[src/rtl/lsu_pkg.sv]
// Shared encodings for the load/store unit: funct3 codes, FSM states,
// memory command words and the misalignment predicate.
package lsu_pkg;

  localparam logic [2:0] F3_B  = 3'b000;
  localparam logic [2:0] F3_H  = 3'b001;
  localparam logic [2:0] F3_W  = 3'b010;
  localparam logic [2:0] F3_BU = 3'b100;
  localparam logic [2:0] F3_HU = 3'b101;

  typedef enum logic [1:0] {
    ST_IDLE = 2'd0,
    ST_RD   = 2'd1,
    ST_WR   = 2'd2,
    ST_DONE = 2'd3
  } lsu_state_t;

  localparam logic [3:0] MEM_RD_WORD = 4'b1010;
  localparam logic [3:0] MEM_RD_IDLE = 4'b0000;
  localparam logic [2:0] MEM_WR_WORD = 3'b110;
  localparam logic [2:0] MEM_WR_IDLE = 3'b000;

  // True when the low address bits fall outside the natural alignment of the access.
  function automatic logic access_misaligned(
    input logic [2:0] funct3,
    input logic [1:0] offset,
    input logic       is_store
  );
    logic bad;
    bad = 1'b0;
    if (is_store) begin
      case (funct3)
        F3_B:    bad = 1'b0;
        F3_H:    bad = offset[0];
        default: bad = |offset;
      endcase
    end else begin
      case (funct3)
        F3_B, F3_BU: bad = 1'b0;
        F3_H, F3_HU: bad = offset[0];
        default:     bad = |offset;
      endcase
    end
    return bad;
  endfunction

endpackage

[src/rtl/lsu_data_align.sv]
// Combinational lane logic: load byte/halfword extraction with extension,
// and merge of a store byte/halfword into a full memory word.
module lsu_data_align
  import lsu_pkg::*;
(
  input  logic [2:0]  funct3,
  input  logic [1:0]  offset,
  input  logic [31:0] mem_word,
  input  logic [15:0] store_data,
  output logic [31:0] load_result,
  output logic [31:0] merged_word
);

  logic [7:0]  sel_byte;
  logic [15:0] sel_half;

  always_comb begin
    sel_byte = mem_word[8*offset +: 8];
    sel_half = offset[1] ? mem_word[31:16] : mem_word[15:0];
    case (funct3)
      F3_B:    load_result = {{24{sel_byte[7]}}, sel_byte};
      F3_H:    load_result = {{16{sel_half[15]}}, sel_half};
      F3_BU:   load_result = {24'h000000, sel_byte};
      F3_HU:   load_result = {16'h0000, sel_half};
      default: load_result = mem_word;
    endcase
  end

  genvar gi;
  generate
    for (gi = 0; gi < 4; gi++) begin : g_lane
      logic       lane_hit;
      logic [7:0] lane_src;

      // Halfword stores feed even lanes from the low byte, odd lanes from the high byte.
      assign lane_src = (funct3 == F3_H) ? store_data[8*(gi%2) +: 8] : store_data[7:0];

      always_comb begin
        case (funct3)
          F3_B:    lane_hit = (offset == 2'(gi));
          F3_H:    lane_hit = (offset[1] == 1'(gi / 2));
          default: lane_hit = 1'b1;
        endcase
      end

      assign merged_word[8*gi +: 8] = lane_hit ? lane_src : mem_word[8*gi +: 8];
    end
  endgenerate

endmodule

[src/rtl/load_store_unit.sv]
// MEM-stage load/store initiator for a word-organised data memory, with RMW for SB/SH.
// Optional macro LSU_MISALIGN_TRAP_EN rejects misaligned LW/SW/LH/LHU/SH accesses.
module load_store_unit
  import lsu_pkg::*;
#(
  parameter int ADDR_WIDTH = 32,
  parameter int DATA_WIDTH = 32
) (
  input  logic                  clock,
  input  logic                  reset,
  input  logic                  req_valid,
  input  logic                  req_load,
  input  logic                  req_store,
  input  logic [2:0]            req_funct3,
  input  logic [ADDR_WIDTH-1:0] req_address,
  input  logic [DATA_WIDTH-1:0] req_storedata,
  output logic                  stall,
  output logic                  load_valid,
  output logic [DATA_WIDTH-1:0] load_data,
  output logic                  misaligned,
  output logic [3:0]            mem_read,
  output logic [2:0]            mem_write,
  output logic [ADDR_WIDTH-1:0] mem_address,
  output logic [DATA_WIDTH-1:0] mem_writedata,
  input  logic [DATA_WIDTH-1:0] mem_readdata,
  input  logic                  mem_busywait
);

  lsu_state_t            state_reg, state_next;
  logic [2:0]            funct3_reg, funct3_next;
  logic [1:0]            offset_reg, offset_next;
  logic                  rmw_reg, rmw_next;
  logic [15:0]           store_lo_reg, store_lo_next;
  logic [3:0]            mem_read_reg, mem_read_next;
  logic [2:0]            mem_write_reg, mem_write_next;
  logic [ADDR_WIDTH-1:0] mem_address_reg, mem_address_next;
  logic [DATA_WIDTH-1:0] mem_writedata_reg, mem_writedata_next;
  logic [DATA_WIDTH-1:0] load_data_reg, load_data_next;
  logic                  load_valid_reg, load_valid_next;

  logic        req_legal;
  logic        req_misaligned;
  logic        req_accept;
  logic        store_is_word;
  logic [31:0] align_load;
  logic [31:0] align_merged;

  assign req_legal     = req_valid && (req_load ^ req_store);
  assign store_is_word = (req_funct3 != F3_B) && (req_funct3 != F3_H);

`ifdef LSU_MISALIGN_TRAP_EN
  assign req_misaligned = !reset && req_legal && (state_reg == ST_IDLE) &&
                          access_misaligned(req_funct3, req_address[1:0], req_store);
`else
  assign req_misaligned = 1'b0;
`endif

  assign req_accept = !reset && (state_reg == ST_IDLE) && req_legal && !req_misaligned;
  assign stall      = req_accept || (state_reg == ST_RD) || (state_reg == ST_WR);
  assign misaligned = req_misaligned;

  lsu_data_align u_align (
    .funct3      (funct3_reg),
    .offset      (offset_reg),
    .mem_word    (mem_readdata),
    .store_data  (store_lo_reg),
    .load_result (align_load),
    .merged_word (align_merged)
  );

  always_comb begin
    state_next         = state_reg;
    funct3_next        = funct3_reg;
    offset_next        = offset_reg;
    rmw_next           = rmw_reg;
    store_lo_next      = store_lo_reg;
    mem_read_next      = mem_read_reg;
    mem_write_next     = mem_write_reg;
    mem_address_next   = mem_address_reg;
    mem_writedata_next = mem_writedata_reg;
    load_data_next     = load_data_reg;
    load_valid_next    = 1'b0;

    case (state_reg)
      ST_IDLE: begin
        if (req_accept) begin
          funct3_next      = req_funct3;
          offset_next      = req_address[1:0];
          store_lo_next    = req_storedata[15:0];
          mem_address_next = {req_address[ADDR_WIDTH-1:2], 2'b00};
          if (req_load) begin
            rmw_next      = 1'b0;
            mem_read_next = MEM_RD_WORD;
            state_next    = ST_RD;
          end else if (store_is_word) begin
            rmw_next           = 1'b0;
            mem_write_next     = MEM_WR_WORD;
            mem_writedata_next = req_storedata;
            state_next         = ST_WR;
          end else begin
            // Sub-word store: fetch the enclosing word first, merge, then write it back.
            rmw_next      = 1'b1;
            mem_read_next = MEM_RD_WORD;
            state_next    = ST_RD;
          end
        end
      end

      ST_RD: begin
        if (!mem_busywait) begin
          mem_read_next = MEM_RD_IDLE;
          if (rmw_reg) begin
            mem_write_next     = MEM_WR_WORD;
            mem_writedata_next = align_merged;
            state_next         = ST_WR;
          end else begin
            load_data_next  = align_load;
            load_valid_next = 1'b1;
            state_next      = ST_DONE;
          end
        end
      end

      ST_WR: begin
        if (!mem_busywait) begin
          mem_write_next = MEM_WR_IDLE;
          state_next     = ST_DONE;
        end
      end

      default: begin
        state_next = ST_IDLE;
      end
    endcase
  end

  always_ff @(posedge clock or posedge reset) begin
    if (reset) begin
      state_reg         <= ST_IDLE;
      funct3_reg        <= 3'b000;
      offset_reg        <= 2'b00;
      rmw_reg           <= 1'b0;
      store_lo_reg      <= 16'h0000;
      mem_read_reg      <= MEM_RD_IDLE;
      mem_write_reg     <= MEM_WR_IDLE;
      mem_address_reg   <= '0;
      mem_writedata_reg <= '0;
      load_data_reg     <= '0;
      load_valid_reg    <= 1'b0;
    end else begin
      state_reg         <= state_next;
      funct3_reg        <= funct3_next;
      offset_reg        <= offset_next;
      rmw_reg           <= rmw_next;
      store_lo_reg      <= store_lo_next;
      mem_read_reg      <= mem_read_next;
      mem_write_reg     <= mem_write_next;
      mem_address_reg   <= mem_address_next;
      mem_writedata_reg <= mem_writedata_next;
      load_data_reg     <= load_data_next;
      load_valid_reg    <= load_valid_next;
    end
  end

  assign mem_read      = mem_read_reg;
  assign mem_write     = mem_write_reg;
  assign mem_address   = mem_address_reg;
  assign mem_writedata = mem_writedata_reg;
  assign load_data     = load_data_reg;
  assign load_valid    = load_valid_reg;

endmodule

[config.mk]
export PLATFORM = sky130hd
export DESIGN_NAME = load_store_unit
export DESIGN_NICKNAME = d
export VERILOG_FILES = /design/src/rtl/lsu_pkg.sv /design/src/rtl/lsu_data_align.sv /design/src/rtl/load_store_unit.sv
export SDC_FILE = /design/constraint.sdc
export NUM_CORES = 1
export LEC_CHECK = 0
export BUFFER_PORTS_ARGS = -buffer_cell sky130_fd_sc_hd__clkbuf_2
export CORE_ASPECT_RATIO = 1.4
export CORE_MARGIN = 2
export CORE_UTILIZATION = 57
export CTS_BUF_LIST = sky130_fd_sc_hd__clkbuf_8
export DETAILED_ROUTE_END_ITERATION = 16
export MAX_ROUTING_LAYER = met4
export PLACE_DENSITY = 0.88
export SYNTH_ARGS = -nofsm -noshare
export SYNTH_HDL_FRONTEND = slang
export SYNTH_HIERARCHICAL = 1
export SYNTH_SLANG_ARGS = --single-unit
[constraint.sdc]
create_clock -name clock -period 9.1 [get_ports clock]
set_input_delay 0.455 -clock clock [delete_from_list [all_inputs] [get_ports clock]]
set_output_delay 0.455 -clock clock [all_outputs]
set_load 0.02 [all_outputs]
---- After elaboration in Yosys (flattened, before gate mapping) ----
Index checks and enable logic that the tools add are counted.
word-level totals
  bits in registers ....................... 126
  bits of input ports ..................... 105
  output and inout bits ................... 106
operators by class
  equal/unequal tests ..................... 16
  shift-type cells ........................ 1
  multiplexer cells ....................... 41
  bitwise operators ....................... 4
  reduce and logical (&&, ||, !) cells .... 19
operators by type and width
  cell                                                                   count
  32-bit two-way mux                                                     5
  32-bit one-hot mux with 4 select lines                                 1
  32-bit one-hot mux with 2 select lines                                 1
  8-bit two-way mux                                                      5
  32-bit by 6-bit indexed part select with 8-bit output                  1
  3-bit two-way mux                                                      6
  16-bit two-way mux                                                     1
  4-bit two-way mux                                                      4
  2-bit inequality test, second input constant                           6
  2-bit two-way mux                                                      5
  3-bit one-hot mux with 3 select lines                                  1
  1-bit one-hot mux with 2 select lines                                  4
  4-bit one-hot mux with 2 select lines                                  1
  7-bit AND reduction                                                    1
  2-bit equality test, second input constant                             3
  3-bit equality test, second input constant                             2
  1-bit two-way mux                                                      6
  2-bit one-hot mux with 3 select lines                                  1
  3-bit AND reduction                                                    2
  6-bit AND reduction                                                    1
  3-bit nonzero test                                                     2
  2-bit by 1-bit equality test with 1-bit output, second input constant  2
  1-bit logical AND                                                      4
  2-bit logical NOT                                                      2
  11 further kinds                                                       14

---- Longest topological paths before layout ----
Gate-level depths: netlist of the first run.
  depth after elaboration ................. 6
  gate-level depth with buffers ........... 7

---- Modules after synthesis ----
Netlist of the first run, hierarchy kept.
by module, submodules not included
  module           times used  cells each  area each (sq um)  seq. area each (sq um)
  load_store_unit  1           335         5176.2             3027.9
  lsu_data_align   1           159         1286.2             0.0

---- Worst setup path after synthesis of the first run ----
OpenSTA, ideal clock, no wires.
  kind .................................... reg-to-reg
  from .................................... register funct3_reg[2]
  to ...................................... register mem_writedata_reg[19], in the netlist mem_writedata[19]
  data arrival time ....................... 1924 ps
  path slack .............................. 7049 ps
  cell stages (with the launch flop) ...... 7
  buffers on the path ..................... 1
  clock period less this slack ............ 2051 ps
  path through ............................ dfrtp_1 or2_1 buf_2 a21oi_4 mux2_1 mux2_2 mux2_1
between the ends
  cells in the longest elaborated chain, start to end .. 6
  elaborated cells between the ends (all ways) .. 7
ends and longest elaborated chain
  item                                                                                        line                    RTL
  from (decl)                                                                                 load_store_unit.sv:30   logic [2:0] funct3_reg, funct3_next;
  from (signal assigned)                                                                      load_store_unit.sv:152  funct3_reg <= funct3_next;
  3-bit by 1-bit equality test with 1-bit output / 3-bit logical NOT (equally long branches)  n/a
  1-bit one-hot mux with 2 select lines (*)                                                   lsu_data_align.sv:39    case (funct3)
  8-bit two-way mux (*)                                                                       lsu_data_align.sv:46    assign merged_word[8*gi +: 8] = lane_hit ? lane_src : mem_word[8*gi +: 8];
  named net align_merged[19]                                                                  load_store_unit.sv:46   logic [31:0] align_merged;
  32-bit two-way mux (*)                                                                      load_store_unit.sv:112  if (rmw_reg) begin
  32-bit two-way mux (*)                                                                      load_store_unit.sv:110  if (!mem_busywait) begin
  32-bit one-hot mux with 2 select lines (*)                                                  load_store_unit.sv:84   case (state_reg)
  to (signal assigned)                                                                        load_store_unit.sv:159  mem_writedata_reg <= mem_writedata_next;
  to (decl)                                                                                   load_store_unit.sv:37   logic [DATA_WIDTH-1:0] mem_writedata_reg, mem_writedata_next;
Mark *: on every way through the listed nets, which the timed path passes. The rest lies on a longest branch. The select of a mux whose other input is x is not followed.
A chain may end at the register's enable or synchronous reset.

---- Final worst setup path of the first run ----
  from .................................... register state_reg[0]
  to ...................................... output stall
between the ends
  cells in the longest elaborated chain, start to end .. 5
  elaborated cells between the ends (all ways) .. 7
ends and longest elaborated chain
  item                             line                    RTL
  from (decl)                      load_store_unit.sv:29   lsu_state_t state_reg, state_next;
  from (signal assigned)           load_store_unit.sv:151  state_reg <= state_next;
  2-bit logical NOT                load_store_unit.sv:58   assign req_accept = !reset && (state_reg == ST_IDLE) && req_legal && !req_misaligned;
  1-bit logical AND (2 in series)  load_store_unit.sv:58
  1-bit logical OR                 load_store_unit.sv:59   assign stall = req_accept || (state_reg == ST_RD) || (state_reg == ST_WR);
  1-bit logical OR (*)             load_store_unit.sv:59
  to (decl)                        load_store_unit.sv:17   output logic stall,
Mark *: on every way between the ends. The rest lies on a longest branch, timed or not.

==> reports/metrics.cfg, run 1 <==
[yosys]
ys_seq_elements = 121
ys.flop_type = dfrtp_1
synth_warnings = 6
syn_inst = 494
synthXorXnorAreaFrac = 0.00136
synth_area_per_cell_um2 = 13.1
synth_adder_area_share = 0.00774
synth_top_family_by_area = multiplexers
ys_seq_area_frac = 0.469
async_reset_ff_frac = 1.00
yosys.area_share.simple = 0.0662
synth_cell_types = 49
synth_compound_area_frac = 0.104
synth.area.mux_share = 0.313
syn_area_um2 = 6460
synth-edff-count = 0

[setup_path]
crit_buf_inv = 3
end_kind = output port
crit_type = reg2out
crit_arrival_ns = 2.52
r2r_cells = 5
max_stage_delay_ns = 0.55
cp_max_fo = 53
worstPathRequired_ns = 8.65
rr_endpoint = mem_writedata[28]$_DFFE_PP0P_
r2r-start = funct3_reg[0]$_DFFE_PP0P_
start_kind = flop
crit_slowest_cell = buf_4
crit_chain = inv_1 -> ha_1 -> nand3b_1 -> nor2_4 -> buf_4 -> or3_1 -> clkbuf_2
path_delay_family = buffers and inverters
rrSetupSlack_ns = 6.47

[grt]
grt_pass1_vias = 5250
grt_max_degree = 86
antenna_found_initial = 0
track_usage = 0.309
grt_overflow = 0
grt_pass1_wl_um = 27400

[timing]
worst_slew_pin_slew_ns = 1.07
slew_violations = 0
setup_tns_ns = 0
setup_viol = 0
period_share = 0.327
finalHoldViolations = 0
max_freq_ghz = 0.336
rsz0062_at_grt = no
skew_ns = 0.0138
min_period_ns = 2.97
max_slew_margin = 0.284

[detailed_routing]
wl_um = 18100
wire_per_inst_um = 21.3
drt_pass1_iterations = 5
drc = 0
vias_per_cell = 6.02
drt_iter0_drc = 318
route.vias.total = 5109
final_antenna_net_count = 0

[clock_network]
cts_buffers = 17
path_clk_slew_ns = 0.08
cts_hold_buf = 0
cts_tree = yes
post-cts-setup-buffer-count = 0
htreeDepth = 4
clockBufferDepth = 2
cts-root-buf = clkbuf_8
clkSinkCount = 121
clock_latency_ns = 0.44
ctsResizeCount = 0

[floorplan]
rows = 46
fp.dieH_um = 130
start_util = 0.579
core_um2 = 11200
die_x_um = 94.0
die_area_um2 = 12200
top_level_ports = 211

[flow_run]
maxCapViolCount = 0

[placed_design]
dp.final_hpwl_um = 13600
numPortBuffers = 204
gp_congestion = 1.07
dpl_cell_area_um2 = 7520

[status]
outcome = finished clean

[finish]
final_cell_area_um2 = 7910
fin_nets = 801
layout_commonest_cell = clkbuf_2
mostFrequentLayoutCells = 204 x clkbuf_2, 145 x mux2_2, 121 x dfrtp_1
diodes = 0
drive_above_1_share = 0.570
area_growth_pct = 22.4

[worst_hold_path]
hp-class = in2async

[power]
ir_drop_mv = 0.225
power_density_nw_per_um2 = 394
p_leak_nw = 3.67

## layout make-up
| class | instances | area (µm²) |
|---|---|---|
| inverters | 8 | 32.5 |
| repair buffers | 210 | 1070 |
| flip-flops and latches | 121 | 3030 |
| clock buffers | 21 | 289 |
| fillers | 813 | 3260 |
| well taps | 144 | 180 |
| clock inverters | 10 | 103 |
| multi-input cells | 334 | 3210 |
## cells by family after synthesis
group / after synthesis
mux: 178
simple gates: 67
other cells: 1
fa+ha+maj: 4
compound gates: 78
flops: 121
xor+xnor: 1
buf+inv: 44
## worst register-to-register path: stages, from the launching register on
cell and delay (ns):
dfrtp_1 0.57, nor2b_1 0.80, a21oi_2 0.26, o221a_1 0.34, mux2_2 0.28, mux2_2 0.27
## synthesized netlist by cell type, types with 3 or more instances
| library cell | number | area share |
|---|---|---|
| mux2_1 | 29 | 0.051 |
| nor2b_1 | 3 | 0.0029 |
| nand2b_1 | 21 | 0.020 |
| o221a_1 | 16 | 0.028 |
| ha_1 | 4 | 0.0077 |
| nor2_1 | 4 | 0.0023 |
| buf_2 | 11 | 0.0085 |
| clkbuf_1 | 9 | 0.0052 |
| buf_6 | 3 | 0.0052 |
| nor4b_1 | 7 | 0.0095 |
| buf_4 | 13 | 0.015 |
| o21ai_1 | 19 | 0.015 |
| a221o_1 | 14 | 0.022 |
| a21oi_1 | 5 | 0.0039 |
| a22o_1 | 7 | 0.0095 |
| mux2_2 | 145 | 0.25 |
| dfrtp_1 | 121 | 0.47 |
| inv_1 | 7 | 0.0041 |
| nand2_1 | 18 | 0.010 |
| o21ai_0 | 4 | 0.0031 |
## how the worst max path moves through the flow
stage | start | end | depth (start not counted) | slack, ns
floorplan | reset | funct3_reg[0]$_DFFE_PP0P_ | 1 | 5.43
global placement | funct3_reg[2]$_DFFE_PP0P_ | mem_writedata[19]$_DFFE_PP0P_ | 5 | 6.57
detailed placement | funct3_reg[0]$_DFFE_PP0P_ | mem_writedata[28]$_DFFE_PP0P_ | 5 | 6.53
CTS | state_reg[0]$_DFFE_PP0P_ | stall | 7 | 6.09
global route | state_reg[0]$_DFFE_PP0P_ | stall | 7 | 5.93
finish | state_reg[0]$_DFFE_PP0P_ | stall | 7 | 6.13
## through the flow
| stage | setup WS (ns) | instances | utilization | hold slack [ns] | power, mW |
|---|---|---|---|---|---|
| after floorplan | 5.43 | 499 | - | 0.482 | 2.16 |
| after global placement | 6.57 | 817 | 0.673 | 0.472 | 2.57 |
| after detailed placement | 6.53 | 817 | 0.673 | 0.480 | 2.64 |
| after CTS | 6.09 | 848 | 0.708 | 0.0324 | 3.12 |
| after global routing | 5.93 | 848 | 0.708 | 0.0787 | 3.28 |
| final | 6.13 | 848 | 0.708 | 0.0449 | 3.12 |
## metal layers
metal	global-route usage	routed length, µm
met1	0.359	6720
met2	0.500	9160
met3	0.0612	1290
met4	0.174	920
met5	-	0
## power breakdown
part / switching (mW) / total [mW] / internal, mW
clock network: 0.213 / 0.480 / 0.267
logic: 0.879 / 1.62 / 0.739
registers: 0.214 / 1.02 / 0.804
(Power assumes the default switching activity.)
==> inputs of run 2 (changes only) <==
- CORE_UTILIZATION: 57 -> 48
- PLACE_DENSITY: 0.88 -> 0.79
- clock period: 9.1 -> 2.47 ns (I/O delays scaled with it)
==> reports/metrics.cfg, run 2 (synthesized netlist as in run 1, its figures left out) <==
[status]
outcome = finished clean

[timing]
skew_ns = 0.0122
finalHoldViolations = 0
slew_violations = 0
min_period_ns = 2.34
max_freq_ghz = 0.428
period_share = 0.946
rsz0062_at_grt = no
whs_ns = 0.0358
setup_tns_ns = 0
max_slew_margin = 0.526
setup_viol = 0
worst_slew_pin_slew_ns = 0.709

[setup_path]
rrSetupSlack_ns = 0.25
critPathLaunch = state_reg[1]$_DFFE_PP0P_
crit_arrival_ns = 2.21
start_kind = flop
end_kind = output port
crit_type = reg2out
r2r_cells = 7
r2r-start = state_reg[1]$_DFFE_PP0P_
rr_endpoint = mem_writedata[9]$_DFFE_PP0P_
cp_max_fo = 27
worstPathRequired_ns = 2.35

[clock_network]
path_clk_slew_ns = 0.08
clkSinkCount = 121
cts_buffers = 17
cts_tree = yes
htreeDepth = 4
clock_latency_ns = 0.45
clockBufferDepth = 2
ctsResizeCount = 0
cts-root-buf = clkbuf_8

[detailed_routing]
wire_per_inst_um = 20.6
drc = 0
route.vias.total = 5341
vias_per_cell = 5.59
drt_iter0_drc = 289
wl_um = 19700
drt_pass1_iterations = 5
final_antenna_net_count = 0

[placed_design]
numPortBuffers = 204
dp.final_hpwl_um = 14600
gp_congestion = 0.950

[power]
total_power_mw = 12.2
p_leak_nw = 4.01
ir_drop_mv = 0.871
power_density_nw_per_um2 = 1400

[grt]
grt_overflow = 0
grt_pass1_wl_um = 30200
track_usage = 0.286
grt_max_degree = 42
grt_pass1_vias = 5663
antenna_found_initial = 0

[worst_hold_path]
hold_path_depth = 2
hp-class = in2reg
hold_start = req_funct3[2]
min_to = funct3_reg[2]$_DFFE_PP0P_

[floorplan]
core_um2 = 13300
fp.dieH_um = 141
top_level_ports = 211
die_area_um2 = 14400
die_x_um = 102
start_util = 0.487
rows = 50

[finish]
regArea_um2 = 3030
fin_nets = 870
multiInputGateArea_um2 = 3210
drive_above_1_share = 0.545
diodes = 0
fillers = 1035
mostFrequentLayoutCells = 204 x clkbuf_2, 145 x mux2_2, 121 x dfrtp_1
area_growth_pct = 35.2
layout_commonest_cell = clkbuf_2

[flow_run]
maxCapViolCount = 0

## run 2: worst max-delay path by stage
stage / depth (start not counted) / end
6_report: 6 / stall
5_1_grt: 7 / stall
4_1_cts: 7 / stall
3_5_place_dp: 7 / mem_writedata[9]$_DFFE_PP0P_
3_3_place_gp: 5 / mem_writedata[30]$_DFFE_PP0P_
2_1_floorplan: 6 / mem_writedata[19]$_DFFE_PP0P_
## run 2: power by group
| part | internal [mW] | total (mW) | switching (mW) |
|---|---|---|---|
| combinational | 2.92 | 6.37 | 3.45 |
| clock | 1.23 | 2.12 | 0.891 |
| sequential | 2.96 | 3.70 | 0.740 |
| total | 7.10 | 12.2 | 5.09 |
## run 2: area by class of cell
| cell class | instances | area share |
|---|---|---|
| multi-input combinational | 334 | 0.367 |
| clock buffer | 17 | 0.0268 |
| clock inverter | 15 | 0.0274 |
| timing repair buffer | 279 | 0.202 |
| inverter | 8 | 0.00387 |
| sequential | 121 | 0.347 |
| tap | 182 | 0.0261 |
## run 2: critical path, stage by stage, from the launching register on
cell and delay, ns:
dfrtp_1 0.41, inv_1 0.09, ha_1 0.22, buf_4 0.21, buf_4 0.26, or3_1 0.40
clkbuf_2 0.17
## run 2: timing repair
action | 4_1_cts | 5_1_grt
setup buffers | 0 | 3
hold buffers | 52 | 0
hold endpoints to repair | 79 | 0
endpoints found under the setup margin | 0 | 1
## run 2: per-stage QoR
| stage | instances | util | cell area (µm²) | setup slack [ns] |
|---|---|---|---|---|
| 2_1_floorplan | 499 | - | 6480 | 0.419 |
| 3_3_place_gp | 869 | 0.582 | 7720 | 0.422 |
| 3_5_place_dp | 869 | 0.582 | 7720 | 0.344 |
| 4_1_cts | 953 | 0.657 | 8710 | 0.0215 |
| 5_1_grt | 956 | 0.659 | 8740 | 0.0368 |
| 6_report | 956 | 0.659 | 8740 | 0.133 |
## run 2: layer usage
metal	GRT usage	part of all wire	up-vias	routed length, µm
li1	-	-	2371	-
met5	-	0	-	0
met3	0.0576	0.052	63	1020
met2	0.482	0.53	257	10500
met1	0.318	0.37	2650	7240
met4	0.144	0.048	0	938
